`src/rtl/mmio_led_pwm.sv`:
```
// Memory-mapped multi-channel LED PWM controller; shadowed duties load at period wrap. rdata and led are
// registered (1 cycle), no backpressure. Define LED_BLINK_EN to add the BLINK mask register and blink gate.
module mmio_led_pwm #(
   parameter int BASE_ADDR  = 128,
   parameter int CHANNELS   = 3,
   parameter int PWM_WIDTH  = 8,
   parameter int PRESCALE   = 1,
   parameter int BLINK_LOG2 = 4
) (
   input  logic                clk,
   input  logic                rst,
   input  logic                write,
   input  logic                read,
   input  logic [7:0]          address,
   input  logic [7:0]          wdata,
   output logic [7:0]          rdata,
   output logic [CHANNELS-1:0] led
);

   localparam int              PS_W    = (PRESCALE > 1) ? $clog2(PRESCALE) : 1;
   localparam logic [PS_W-1:0] PS_LAST = PS_W'(PRESCALE - 1);
   localparam logic [7:0]      BASE    = 8'(BASE_ADDR);

   if (CHANNELS < 1 || CHANNELS > 8 || PWM_WIDTH < 1 || PWM_WIDTH > 8 || PRESCALE < 1 ||
       BLINK_LOG2 < 0 || BASE_ADDR + CHANNELS + 1 > 255) begin : g_param_check
      $error("mmio_led_pwm: illegal parameter combination");
   end

   logic [CHANNELS-1:0]  enable;
   logic [PWM_WIDTH-1:0] duty_shadow [CHANNELS];
   logic [PWM_WIDTH-1:0] duty_active [CHANNELS];
   logic [PS_W-1:0]      presc;
   logic [PWM_WIDTH-1:0] counter;
   logic                 tick;
   logic                 wrap;
   logic                 in_win;
   logic [7:0]           offset;
   logic [7:0]           rd_mux;
   logic [CHANNELS-1:0]  gate;
   logic [CHANNELS-1:0]  led_next;

   assign offset = address - BASE;
   assign in_win = (address >= BASE);
   assign tick   = (presc == PS_LAST);
   assign wrap   = tick && (counter == '1);

`ifdef LED_BLINK_EN
   localparam int              BL_W    = (BLINK_LOG2 > 0) ? BLINK_LOG2 : 1;
   localparam logic [BL_W-1:0] BL_LAST = BL_W'((1 << BLINK_LOG2) - 1);

   logic [CHANNELS-1:0] blink_mask;
   logic [BL_W-1:0]     blink_cnt;
   logic                phase;

   always_ff @(posedge clk) begin
      if (!rst) begin
         blink_mask <= '0;
         blink_cnt  <= '0;
         phase      <= 1'b0;
      end else begin
         if (write && in_win && offset == 8'(CHANNELS + 1))
            blink_mask <= wdata[CHANNELS-1:0];
         if (wrap) begin
            if (blink_cnt == BL_LAST) begin
               blink_cnt <= '0;
               phase     <= ~phase;
            end else begin
               blink_cnt <= blink_cnt + 1'b1;
            end
         end
      end
   end

   // Masked channels are dark during phase 0.
   assign gate = phase ? '1 : ~blink_mask;
`else
   assign gate = '1;
`endif

   always_comb begin
      rd_mux = '0;
      if (in_win) begin
         if (offset == 8'd0)
            rd_mux[CHANNELS-1:0] = enable;
         for (int i = 0; i < CHANNELS; i++) begin
            if (offset == 8'(i + 1))
               rd_mux[PWM_WIDTH-1:0] = duty_shadow[i];
         end
`ifdef LED_BLINK_EN
         if (offset == 8'(CHANNELS + 1))
            rd_mux[CHANNELS-1:0] = blink_mask;
`endif
      end
   end

   always_comb begin
      led_next = '0;
      for (int i = 0; i < CHANNELS; i++)
         led_next[i] = enable[i] && (counter < duty_active[i]) && gate[i];
   end

   // Active duties sample the shadow on the wrap edge, so a same-cycle write lands one period later.
   always_ff @(posedge clk) begin
      if (!rst) begin
         enable  <= '0;
         presc   <= '0;
         counter <= '0;
         led     <= '0;
         rdata   <= '0;
         for (int i = 0; i < CHANNELS; i++) begin
            duty_shadow[i] <= '0;
            duty_active[i] <= '0;
         end
      end else begin
         presc <= tick ? '0 : presc + 1'b1;
         if (tick)
            counter <= counter + 1'b1;
         if (write && in_win && offset == 8'd0)
            enable <= wdata[CHANNELS-1:0];
         for (int i = 0; i < CHANNELS; i++) begin
            if (write && in_win && offset == 8'(i + 1))
               duty_shadow[i] <= wdata[PWM_WIDTH-1:0];
            if (wrap)
               duty_active[i] <= duty_shadow[i];
         end
         if (read && !write)
            rdata <= rd_mux;
         led <= led_next;
      end
   end

endmodule

```
`config.mk`:
```
export PLATFORM = sky130hd
export DESIGN_NAME = mmio_led_pwm
export DESIGN_NICKNAME = d
export VERILOG_FILES = /design/src/rtl/mmio_led_pwm.sv
export SDC_FILE = /design/constraint.sdc
export NUM_CORES = 1
export LEC_CHECK = 0
export CORE_AREA = 2 2 80 82
export DETAILED_ROUTE_END_ITERATION = 16
export DIE_AREA = 0 0 82 84
export PLACE_DENSITY = 0.76
export SYNTH_ARGS = -nofsm -noshare
export SYNTH_HDL_FRONTEND = slang
export SYNTH_SLANG_ARGS = --single-unit
export TNS_END_PERCENT = 10
```
`constraint.sdc`:
```
create_clock -name clk -period 6.9 [get_ports clk]
set_clock_uncertainty 0.15 [all_clocks]
set_input_delay 1.035 -clock clk [delete_from_list [all_inputs] [get_ports clk]]
set_output_delay 1.035 -clock clk [all_outputs]
set_load 0.1 [all_outputs]
```
# After elaboration in Yosys (flattened, before gate mapping)
# Memory sizes are Yosys's and may differ from the RTL's.
# Index checks and enable logic that the tools add are counted.
# Widths: inputs -> output; s select.
[totals]
reg_bits = 23
ram_bits = 48
in_bits = 20
word_cells = 62
n_memories = 2
[mem_list]
columns = ["memory", "words", "word_bits", "rd", "rd_clocked_by_memory_dff", "wr", "line_no", "rtl"]
rows = [
  ["duty_active", 3, 8, 3, 0, 3, "31", "logic [PWM_WIDTH-1:0] duty_active [CHANNELS];"],
  ["duty_shadow", 3, 8, 3, 0, 3, "30", "logic [PWM_WIDTH-1:0] duty_shadow [CHANNELS];"],
]
[classes]
addsub = 3
n_lt_le_gt_ge = 4
n_eq_ne = 4
muxes = 24
bitwise = 7
n_reduce_logical = 13
[ops]
columns = ["op", "count"]
rows = [
  ["$mux 8", 10],
  ["$lt 8x8->1", 3],
  ["$eq 8x2->1 const B", 2],
  ["$mux 1", 13],
  ["$logic_and 1x1->1", 10],
  ["$add 8x1->8 const B", 1],
  ["$eq 8x1->1 const B", 1],
  ["$eq 8x8->1 const B", 1],
  ["$ge 8x8->1 const B", 1],
  ["$logic_not 8->1", 1],
  ["$sub 8x8->8 const B", 1],
  ["$or 1x1->1", 6],
  ["$mux 3", 1],
  ["$reduce_and 2->1", 1],
  ["$add 1x1->1 const B", 1],
  ["$logic_not 1->1", 1],
  ["$not 1->1", 1],
]

# Depth between registers and ports, before layout
# Gate-level depths: netlist of the first run.
[logic_depth]
word_depth = 7
mapped_depth = 6
ltp_nobuf = 6

# Worst setup path before layout of the first run
# OpenSTA, ideal clock, no wires.
[synth_path]
path_type = "input to register"
startpoint = "input address[1]"
endpoint = "memory duty_shadow[2][0] (netlist: duty_shadow[0][16]) (enable)"
setup_ps = 374
arrival_ps = 1998
t_required_ps = 6376
slack_ps = 4378
cell_stages = 4
path_buffers = 1
path_cell_list = "buf_2 and2_1 nand4_1 o21ai_1"
[synth_rtl]
columns = ["element", "line_no", "rtl"]
rows = [
  ["from (decl)", "14", "input logic [7:0] address,"],
  ["to (decl)", "30", ""],
]

==> flow_summary.json, run 1 <==
{
  "post-route-min-period_ns": 3.31,
  "io_buffers": 30,
  "synthCells": 278,
  "ctsHoldBuffers": 0,
  "worstHoldPathType": "flip-flop to flip-flop",
  "tns_ns": 0,
  "synth_top_area_share_pct": 44.3,
  "drt_iter0_drc": 44,
  "drc_errors": 0,
  "finalNonFillerCells": 394,
  "power-per-cell-area_nw_per_um2": 235,
  "utilization_pct": 63.0,
  "path_class": "input pin to flip-flop",
  "route.met2.wl_mm": 2.96,
  "synth_edf_count": 48,
  "max_clock_freq_mhz": 302,
  "cts_buffers": 9,
  "relSlewSlack_pct": 32.8,
  "critPathLaunchType": "input pin",
  "synthMuxAreaShare_pct": 1.23,
  "drt-met1-wl_mm": 2.65,
  "wl_per_cell_um": 15.3,
  "cp_max_fo": 20,
  "drive_gt1_share_pct": 6.31,
  "slew_violations": 0,
  "antenna_found_initial": 0,
  "fp.dieH_um": 84,
  "hold_viol": 0,
  "die_area_sq_um": 6890,
  "cts_setup_buffers": 0,
  "synth_top_cell_by_area": "edfxtp_1",
  "initial_core_util_pct": 53.4,
  "syn_area_sq_um": 3260,
  "die_w_um": 82,
  "synth_most_common_cell": "edfxtp_1",
  "nets": 354,
  "synthDistinctLibCells": 36,
  "worstPathArrival_ns": 3.14,
  "synthXorXnorAreaFrac_pct": 1.34,
  "diodes": 0,
  "crit_required_ns": 6.73,
  "path_clk_slew_ns": 0.08,
  "synthAdderAreaFrac_pct": 8.45,
  "synth-async-reset-ratio_pct": 0,
  "drtAntennaViolNets": 0,
  "n_fill_cell": 488,
  "leakagePower_nw": 1.56,
  "cp-end-kind": "flip-flop",
  "clockRootBuffer": "clkbuf_8",
  "synth_compound_area_share_pct": 10.1,
  "ff2ff_setup_slack_ns": 4.36,
  "clkSinkCount": 71,
  "placed_cells": 378,
  "grt_max_degree": 25,
  "yosysSeqAreaShare_pct": 58.4,
  "wirelength_mm": 6.04,
  "yosys-top-cells-area": "edfxtp_1 44%, dfxtp_1 14%, ha_1 8.5%, and2_1 6.3%, inv_1 2.5%",
  "cts_buffer_depth": 2,
  "drtPass1Iterations": 4,
  "avgSynthCellArea_sq_um": 11.7,
  "grt_pass1_wl_mm": 9.98,
  "setup_violations": 0,
  "ys_warn_count": 0,
  "hpwl_mm": 4.62,
  "htreeDepth": 3,
  "place_congestion": 0.862,
  "min_period_over_period_pct": 48.0,
  "rsz0062_at_grt": "no",
  "synth_top_family_by_area": "simple AND/OR/NAND/NOR gates",
  "ys_ff_latch": 71,
  "synth_nets": 320,
  "irDropWorstVdd_v": 0.000201,
  "wl_met3_um": 263,
  "core-area_sq_um": 6100,
  "area_growth_pct": 17.9,
  "grt.total_usage_pct": 19.7,
  "max_cap_viol_count": 0,
  "io_pins": 31,
  "status": "complete, no violations",
  "routed.top_layer": "met4",
  "synth_flop_cell": "edfxtp_1",
  "cts_tree": "built",
  "synthSimpleGateAreaFrac_pct": 16.4,
  "rows": 29,
  "synth_common_cells": "48 x edfxtp_1, 33 x and2_1, 23 x dfxtp_1",
  "insertion_delay_ns": 0.35,
  "worst_pin_slew_ns": 1.00,
  "cts_resized": 0,
  "vias": 2121,
  "grt_remaining_overflow": 0,
  "grt_pass1_vias": 2075,
  "drt-vias-per-instance": 5.38
}
-- flip-flops by register name (all words and copies together) (netlist names) --
register     count
duty_active     24
counter          8
duty_shadow     24
enable           3
rdata            8
led              3
presc            1
-- layer usage --
| metal | track usage [%] | vias up |
|---|---|---|
| met2 | 31.6 | 56 |
| met4 | 8.79 | 0 |
| li1 | - | 1055 |
| met3 | 5.52 | 16 |
| met1 | 24.5 | 994 |
| met5 | 0 | - |
-- cell families (layout without fill, tap and decap cells) --
logic type | after synthesis | after routing
other cells | 1 | 1
mux | 4 | 4
xor+xnor | 5 | 5
flops | 71 | 71
compound gates | 49 | 49
simple gates | 96 | 96
fa+ha+maj | 22 | 22
buf+inv | 30 | 69
-- worst max-delay path: stages --
cell and delay (ns):
clkdlybuf4s50_1 0.91, and2_1 0.24, nand4_1 0.28, o21ai_1 0.67
-- layout by cell type, fill, tap and decap left out --
| master | Yosys | routed |
|---|---|---|
| a211o_1 | 6 | 6 |
| clkbuf_8 | 0 | 10 |
| a21o_1 | 5 | 5 |
| nor2_4 | 1 | 1 |
| clkinvlp_4 | 0 | 2 |
| and3_1 | 1 | 1 |
| o21ai_1 | 16 | 16 |
| a41o_1 | 3 | 3 |
| nor4bb_1 | 1 | 1 |
| nand2_1 | 22 | 22 |
| nand4b_1 | 1 | 1 |
| clkinv_4 | 0 | 1 |
| nand4_1 | 3 | 3 |
| inv_6 | 0 | 1 |
| xnor2_1 | 1 | 1 |
| inv_2 | 1 | 1 |
| nor2_1 | 12 | 12 |
| a31oi_1 | 3 | 3 |
| inv_1 | 22 | 22 |
| or3b_4 | 1 | 1 |
| edfxtp_1 | 48 | 48 |
| dfxtp_1 | 23 | 23 |
| or3_1 | 2 | 2 |
| nor2b_1 | 8 | 8 |
| a21oi_1 | 8 | 8 |
| o221ai_1 | 8 | 8 |
| nor3_2 | 1 | 1 |
| ha_1 | 22 | 22 |
| and2_1 | 33 | 33 |
| clkdlybuf4s50_1 | 0 | 30 |
| xor2_1 | 4 | 4 |
| mux2i_1 | 4 | 4 |
| bufinv_16 | 0 | 2 |
| nand2b_1 | 2 | 2 |
| and4b_1 | 1 | 1 |
| conb_1 | 1 | 1 |
| nand3_1 | 6 | 6 |
| and3b_1 | 1 | 1 |
-- final timing paths --
kind | from | to | cells after the start
worst min register to register | rdata[3] | rdata[3] | 2
worst max register to register | counter[0] | duty_active[0][21] | 4
worst max-delay path | address[1] | duty_shadow[0][18] | 4
worst min-delay path | rdata[3] | rdata[3] | 2
-- power breakdown --
group	switching (W)	total, W	internal, W
Sequential	0.00000813	0.000475	0.000467
Combinational	0.0000272	0.0000499	0.0000227
Clock	0.000162	0.000378	0.000215
-- final cells by class --
class	instances	area (sq um)	share of cell area (%)
Inverter	23	86.3	2.25
Sequential cell	71	1900	49.5
Clock inverter	6	92.6	2.41
Clock buffer	10	138	3.58
Tap cell	77	96.3	2.51
Timing Repair Buffer	30	300	7.82
Multi-Input combinational cell	177	1230	31.9
-- metrics by stage --
stage	hold slack [ns]	setup slack (ns)	instance area, sq um	total power (W)
finish	0.299	3.59	3840	0.000902
global placement	0.290	3.43	3610	0.000532
floorplan	0.328	4.38	3260	0.000511
CTS	0.302	3.62	3840	0.000907
global route	0.325	3.45	3840	0.000927
detailed placement	0.291	3.28	3610	0.000535
(Power assumes the default switching activity.)
==> run 2, diff against run 1 <==
==> constraint.sdc (replaced) <==
create_clock -name clk -period 3.11 [get_ports clk]
set_clock_uncertainty 0.15 [all_clocks]
set_input_delay 0.4665 -clock clk [delete_from_list [all_inputs] [get_ports clk]]
set_output_delay 0.4665 -clock clk [all_outputs]
set_load 0.1 [all_outputs]
==> run 2 against run 1 <==
Global-route usage grew 0.76 points. Critical endpoint is now duty_active[0][2]. Register-to-register slack lost 3.4 ns. Die area is the same. Sequential power grew 120%. Cell count grew 1.3%. Via count grew 3.0%. Largest power group unchanged. Power grew 110%. Combinational power grew 130%. Sequential share of layout area grew 0.41 points. Critical path depth grew 1.
==> flow_summary.json, run 2 (same netlist as run 1, synthesis figures left out) <==
{
  "cts_tree": "built",
  "drt-vias-per-instance": 5.48,
  "max_cap_viol_count": 0,
  "antenna_found_initial": 0,
  "core-area_sq_um": 6100,
  "tns_ns": 0,
  "wl_per_cell_um": 15.9,
  "cp_max_fo": 24,
  "utilization_pct": 62.5,
  "post-route-min-period_ns": 2.16,
  "clkSinkCount": 71,
  "wirelength_mm": 6.33,
  "drive_gt1_share_pct": 11.2,
  "multi_input_area_sq_um": 1230,
  "leakagePower_nw": 1.59,
  "grt.total_usage_pct": 20.5,
  "power_frac_clock_pct": 37.7,
  "die_w_um": 82,
  "io_pins": 31,
  "grt_pass1_vias": 2147,
  "layout_common_cells": "48 x edfxtp_1, 33 x and2_1, 23 x dfxtp_1",
  "initial_core_util_pct": 53.4,
  "cts_setup_buffers": 0,
  "rows": 29,
  "worst_pin_slew_ns": 0.537,
  "relSlewSlack_pct": 64.1,
  "grt_max_degree": 25,
  "crit_required_ns": 2.99,
  "drtAntennaViolNets": 0,
  "slew_violations": 0,
  "drt_iter0_drc": 76,
  "setup_violations": 0,
  "drtPass1Iterations": 4,
  "min_period_over_period_pct": 69.6,
  "drc_errors": 0,
  "seqPwrFrac_pct": 56.1,
  "finalNonFillerCells": 399,
  "hold_viol": 0,
  "top_regs": "duty_active: 24 flops, duty_shadow: 24 flops",
  "path_clk_slew_ns": 0.09,
  "power-per-cell-area_nw_per_um2": 493,
  "nets": 359,
  "grt_pass1_wl_mm": 10.4,
  "place_congestion": 0.842,
  "ctsHoldBuffers": 0,
  "swShare_pct": 25.6,
  "htreeDepth": 3,
  "io_buffers": 30,
  "holdWs_ns": 0.305,
  "worstHoldPathType": "flip-flop to flip-flop",
  "irDropWorstVdd_v": 0.000312,
  "fp.dieH_um": 84,
  "clockRootBuffer": "clkbuf_8",
  "power.internal_w": 0.00140,
  "path_class": "flip-flop to flip-flop",
  "cts_buffer_depth": 2,
  "layout_commonest_cell": "edfxtp_1",
  "status": "complete, no violations",
  "cp-end-kind": "flip-flop",
  "p_switching_w": 0.000482,
  "seq_area_sq_um": 1900,
  "hpwl_mm": 4.63,
  "insertion_delay_ns": 0.36,
  "critPathLaunchType": "flip-flop",
  "cts_resized": 0,
  "area_growth_pct": 17.0,
  "diodes": 0,
  "n_fill_cell": 481,
  "cts_buffers": 9,
  "worstPathArrival_ns": 2.05,
  "grt_remaining_overflow": 0,
  "die_area_sq_um": 6890,
  "max_clock_freq_mhz": 462,
  "comb_power_share_pct": 6.2,
  "rsz0062_at_grt": "no",
  "vias": 2185,
  "placed_cells": 383
}
==> run 2: per-layer routing <==
metal / global-route usage, % / up-vias / wire [um]
li1: - / 1074 / -
met1: 25.4 / 1023 / 2750
met2: 33.0 / 69 / 3110
met3: 3.57 / 19 / 286
met4: 11.8 / 0 / 180
met5: 0 / - / 0
==> run 2: critical path: stages (launching register included) <==
cell and delay [ns]:
dfxtp_1 0.47, ha_1 0.20, and3b_1 0.22, or3b_4 0.43
nand2_1 0.08, buf_4 0.30
==> run 2: final timing paths <==
check / depth (start not counted) / from / slack, ns / to
min: 2 / rdata[7] / 0.31 / rdata[7]
max: 5 / counter[0] / 0.95 / duty_active[0][2]
max reg2reg: 5 / counter[0] / 0.95 / duty_active[0][2]
min reg2reg: 2 / rdata[7] / 0.31 / rdata[7]
==> run 2: power by group through the flow <==
stage / registers, W / clock network [W] / logic (W)
after global placement: 0.00107 / 0 / 0.000112
after floorplan: 0.00107 / 0 / 0.0000641
after detailed placement: 0.00108 / 0 / 0.000116
final: 0.00105 / 0.000709 / 0.000116
after global routing: 0.00106 / 0.000752 / 0.000130
after CTS: 0.00105 / 0.000720 / 0.000117
==> run 2: layout make-up <==
| cell class | instances | share of cell area (%) |
|---|---|---|
| clock buffer | 9 | 3.25 |
| timing repair buffer | 35 | 8.14 |
| clock inverter | 7 | 1.71 |
| inverter | 23 | 2.27 |
| multi-input combinational | 177 | 32.2 |
| tap | 77 | 2.53 |
| sequential | 71 | 49.9 |
==> run 2: through the flow <==
stage	cell area, sq um	worst slack (ns)	total power (W)
final	3810	0.946	0.00188
after global routing	3810	0.873	0.00194
after CTS	3810	0.944	0.00189
after detailed placement	3620	0.594	0.00119
after global placement	3620	0.624	0.00119
after floorplan	3260	0.893	0.00113
==> run 3, diff against run 2 <==
--- a/config.mk
+++ b/config.mk
@@ -5,10 +5,10 @@
 export SDC_FILE = /design/constraint.sdc
 export NUM_CORES = 1
 export LEC_CHECK = 0
-export CORE_AREA = 2 2 80 82
+export CORE_AREA = 2 2 83 85
 export DETAILED_ROUTE_END_ITERATION = 16
-export DIE_AREA = 0 0 82 84
-export PLACE_DENSITY = 0.76
+export DIE_AREA = 0 0 85 87
+export PLACE_DENSITY = 0.74
 export SYNTH_ARGS = -nofsm -noshare
 export SYNTH_HDL_FRONTEND = slang
 export SYNTH_SLANG_ARGS = --single-unit
==> constraint.sdc (replaced) <==
create_clock -name clk -period 1.87 [get_ports clk]
set_clock_uncertainty 0.15 [all_clocks]
set_input_delay 0.2805 -clock clk [delete_from_list [all_inputs] [get_ports clk]]
set_output_delay 0.2805 -clock clk [all_outputs]
set_load 0.1 [all_outputs]
==> run 3 against run 2 <==
Die area grew 7.4%. Non-clock buffer count grew 28. Via count grew 0.78%. Worst hold slack gained 0.036 ns. Clock power grew 110%. Sequential share of layout area shrank 5.2 points. Count of clock-buffer cells in the layout is the same. Sequential cell count is the same. Highest routed layer unchanged.
==> flow_summary.json, run 3 (same netlist as run 1, synthesis figures left out) <==
{
  "place_worst_setup_slack_ns": -0.154,
  "drive_gt1_share_pct": 19.4,
  "crit_required_ns": 1.92,
  "die_area_sq_um": 7400,
  "grt_pass1_vias": 2246,
  "finalNonFillerCells": 430,
  "diodes": 0,
  "layout_commonest_cell": "edfxtp_1",
  "grt.total_usage_pct": 18.0,
  "finalPower_w": 0.00344,
  "drt-vias-per-instance": 5.12,
  "die_w_um": 85,
  "power_frac_clock_pct": 42.6,
  "io_buffers": 30,
  "drc_errors": 0,
  "place_congestion": 0.800,
  "setup_violations": 0,
  "vias": 2202,
  "cts_buffer_depth": 2,
  "p_switching_w": 0.000713,
  "path_clk_slew_ns": 0.08,
  "cts_tree": "built",
  "irDropWorstVdd_v": 0.000577,
  "antenna_found_initial": 0,
  "power.internal_w": 0.00273,
  "cts_buffers": 9,
  "rsz0062_at_grt": "yes",
  "cp_max_fo": 24,
  "area_growth_pct": 30.5,
  "grt_remaining_overflow": 0,
  "clockRootBuffer": "clkbuf_8",
  "finalWorstSetupSlack_ns": 0.0588,
  "hpwl_mm": 4.63,
  "tns_ns": 0,
  "ctsHoldBuffers": 0,
  "max_cap_viol_count": 0,
  "n_fill_cell": 480,
  "swShare_pct": 20.7,
  "hold_viol": 0,
  "top_regs": "duty_active: 24 flops, duty_shadow: 24 flops",
  "cp-end-kind": "flip-flop",
  "critPathLaunchType": "flip-flop",
  "power-per-cell-area_nw_per_um2": 810,
  "slew_violations": 0,
  "min_period_over_period_pct": 96.9,
  "post-route-min-period_ns": 1.81,
  "clkSinkCount": 71,
  "path_class": "flip-flop to flip-flop",
  "initial_core_util_pct": 49.6,
  "wl_per_cell_um": 14.1,
  "rows": 30,
  "drt_iter0_drc": 105,
  "drtPass1Iterations": 5,
  "drtAntennaViolNets": 0,
  "status": "complete, no violations",
  "max_clock_freq_mhz": 552,
  "grt_pass1_wl_mm": 10.1,
  "io_pins": 31,
  "grt_max_degree": 25,
  "comb_power_share_pct": 6.8,
  "fp.dieH_um": 87,
  "layout_common_cells": "48 x edfxtp_1, 32 x and2_1, 32 x buf_4",
  "placed_cells": 414,
  "worstHoldPathType": "flip-flop to flip-flop",
  "nets": 387,
  "worstPathArrival_ns": 1.87,
  "core-area_sq_um": 6570,
  "wirelength_mm": 6.06,
  "insertion_delay_ns": 0.33,
  "leakagePower_nw": 1.79,
  "htreeDepth": 3,
  "seqPwrFrac_pct": 50.6
}
==> run 3: cell count changes in the layout (fill, tap and decap cells not counted), sizes merged <==
| cell | change |
|---|---|
| buf | +28 |
| bufinv | +3 |
| clkinv | +2 |
| clkinvlp | -1 |
| inv | -4 |
==> run 3: final timing paths <==
kind | slack [ns] | cells after the start | startpoint | end
setup reg to reg | 0.06 | 6 | counter[1] | duty_active[0][4]
hold / removal | 0.34 | 2 | rdata[0] | rdata[0]
hold reg to reg | 0.34 | 2 | rdata[0] | rdata[0]
setup / recovery | 0.06 | 6 | counter[1] | duty_active[0][4]
==> run 3: repair_timing <==
item,in CTS,in global routing
endpoints found under the setup margin,24,48
setup buffers,0,0
cloned,0,0
hold endpoints to repair,0,0
resized for setup,1,3
==> run 3: layer usage <==
| layer | global-route usage [%] | part of all wire [%] | up-vias |
|---|---|---|---|
| met5 | 0 | 0 | - |
| met4 | 8.95 | 2.5 | 0 |
| met3 | 4.93 | 4.6 | 12 |
| met2 | 29.8 | 49 | 51 |
| met1 | 21.6 | 44 | 1009 |
| li1 | - | - | 1130 |
==> run 3: area by class of cell <==
class	instances	area [sq um]	area share, %
Sequential cell	71	1900	44.8
Multi-Input combinational cell	177	1250	29.3
Timing Repair Buffer	63	671	15.8
Clock buffer	9	124	2.91
Clock inverter	7	121	2.85
Tap cell	80	100	2.35
Inverter	23	86.3	2.03
==> run 3: per-stage QoR <==
stage                     util, %  hold slack, ns  instance area (sq um)
after global placement       60.8           0.325                   3990
final                        64.7           0.341                   4250
after floorplan                 -           0.274                   3260
after detailed placement     60.8           0.335                   3990
after CTS                    64.6           0.346                   4250
after global routing         64.7           0.367                   4250
==> run 3: worst max-delay path, cell delays in order (launching register included) <==
cell     delay (ns)
dfxtp_1        0.33
ha_1           0.15
and3b_2        0.20
or3b_4         0.43
nor2_4         0.12
buf_12         0.14
and2_1         0.15
==> run 3: power by group through the flow <==
| stage | logic, W | registers (W) | clock network, W |
|---|---|---|---|
| CTS | 0.000235 | 0.00174 | 0.00149 |
| finish | 0.000234 | 0.00174 | 0.00147 |
| floorplan | 0.000108 | 0.00178 | 0 |
| global placement | 0.000225 | 0.00178 | 0 |
| detailed placement | 0.000232 | 0.00178 | 0 |
| global route | 0.000260 | 0.00175 | 0.00156 |
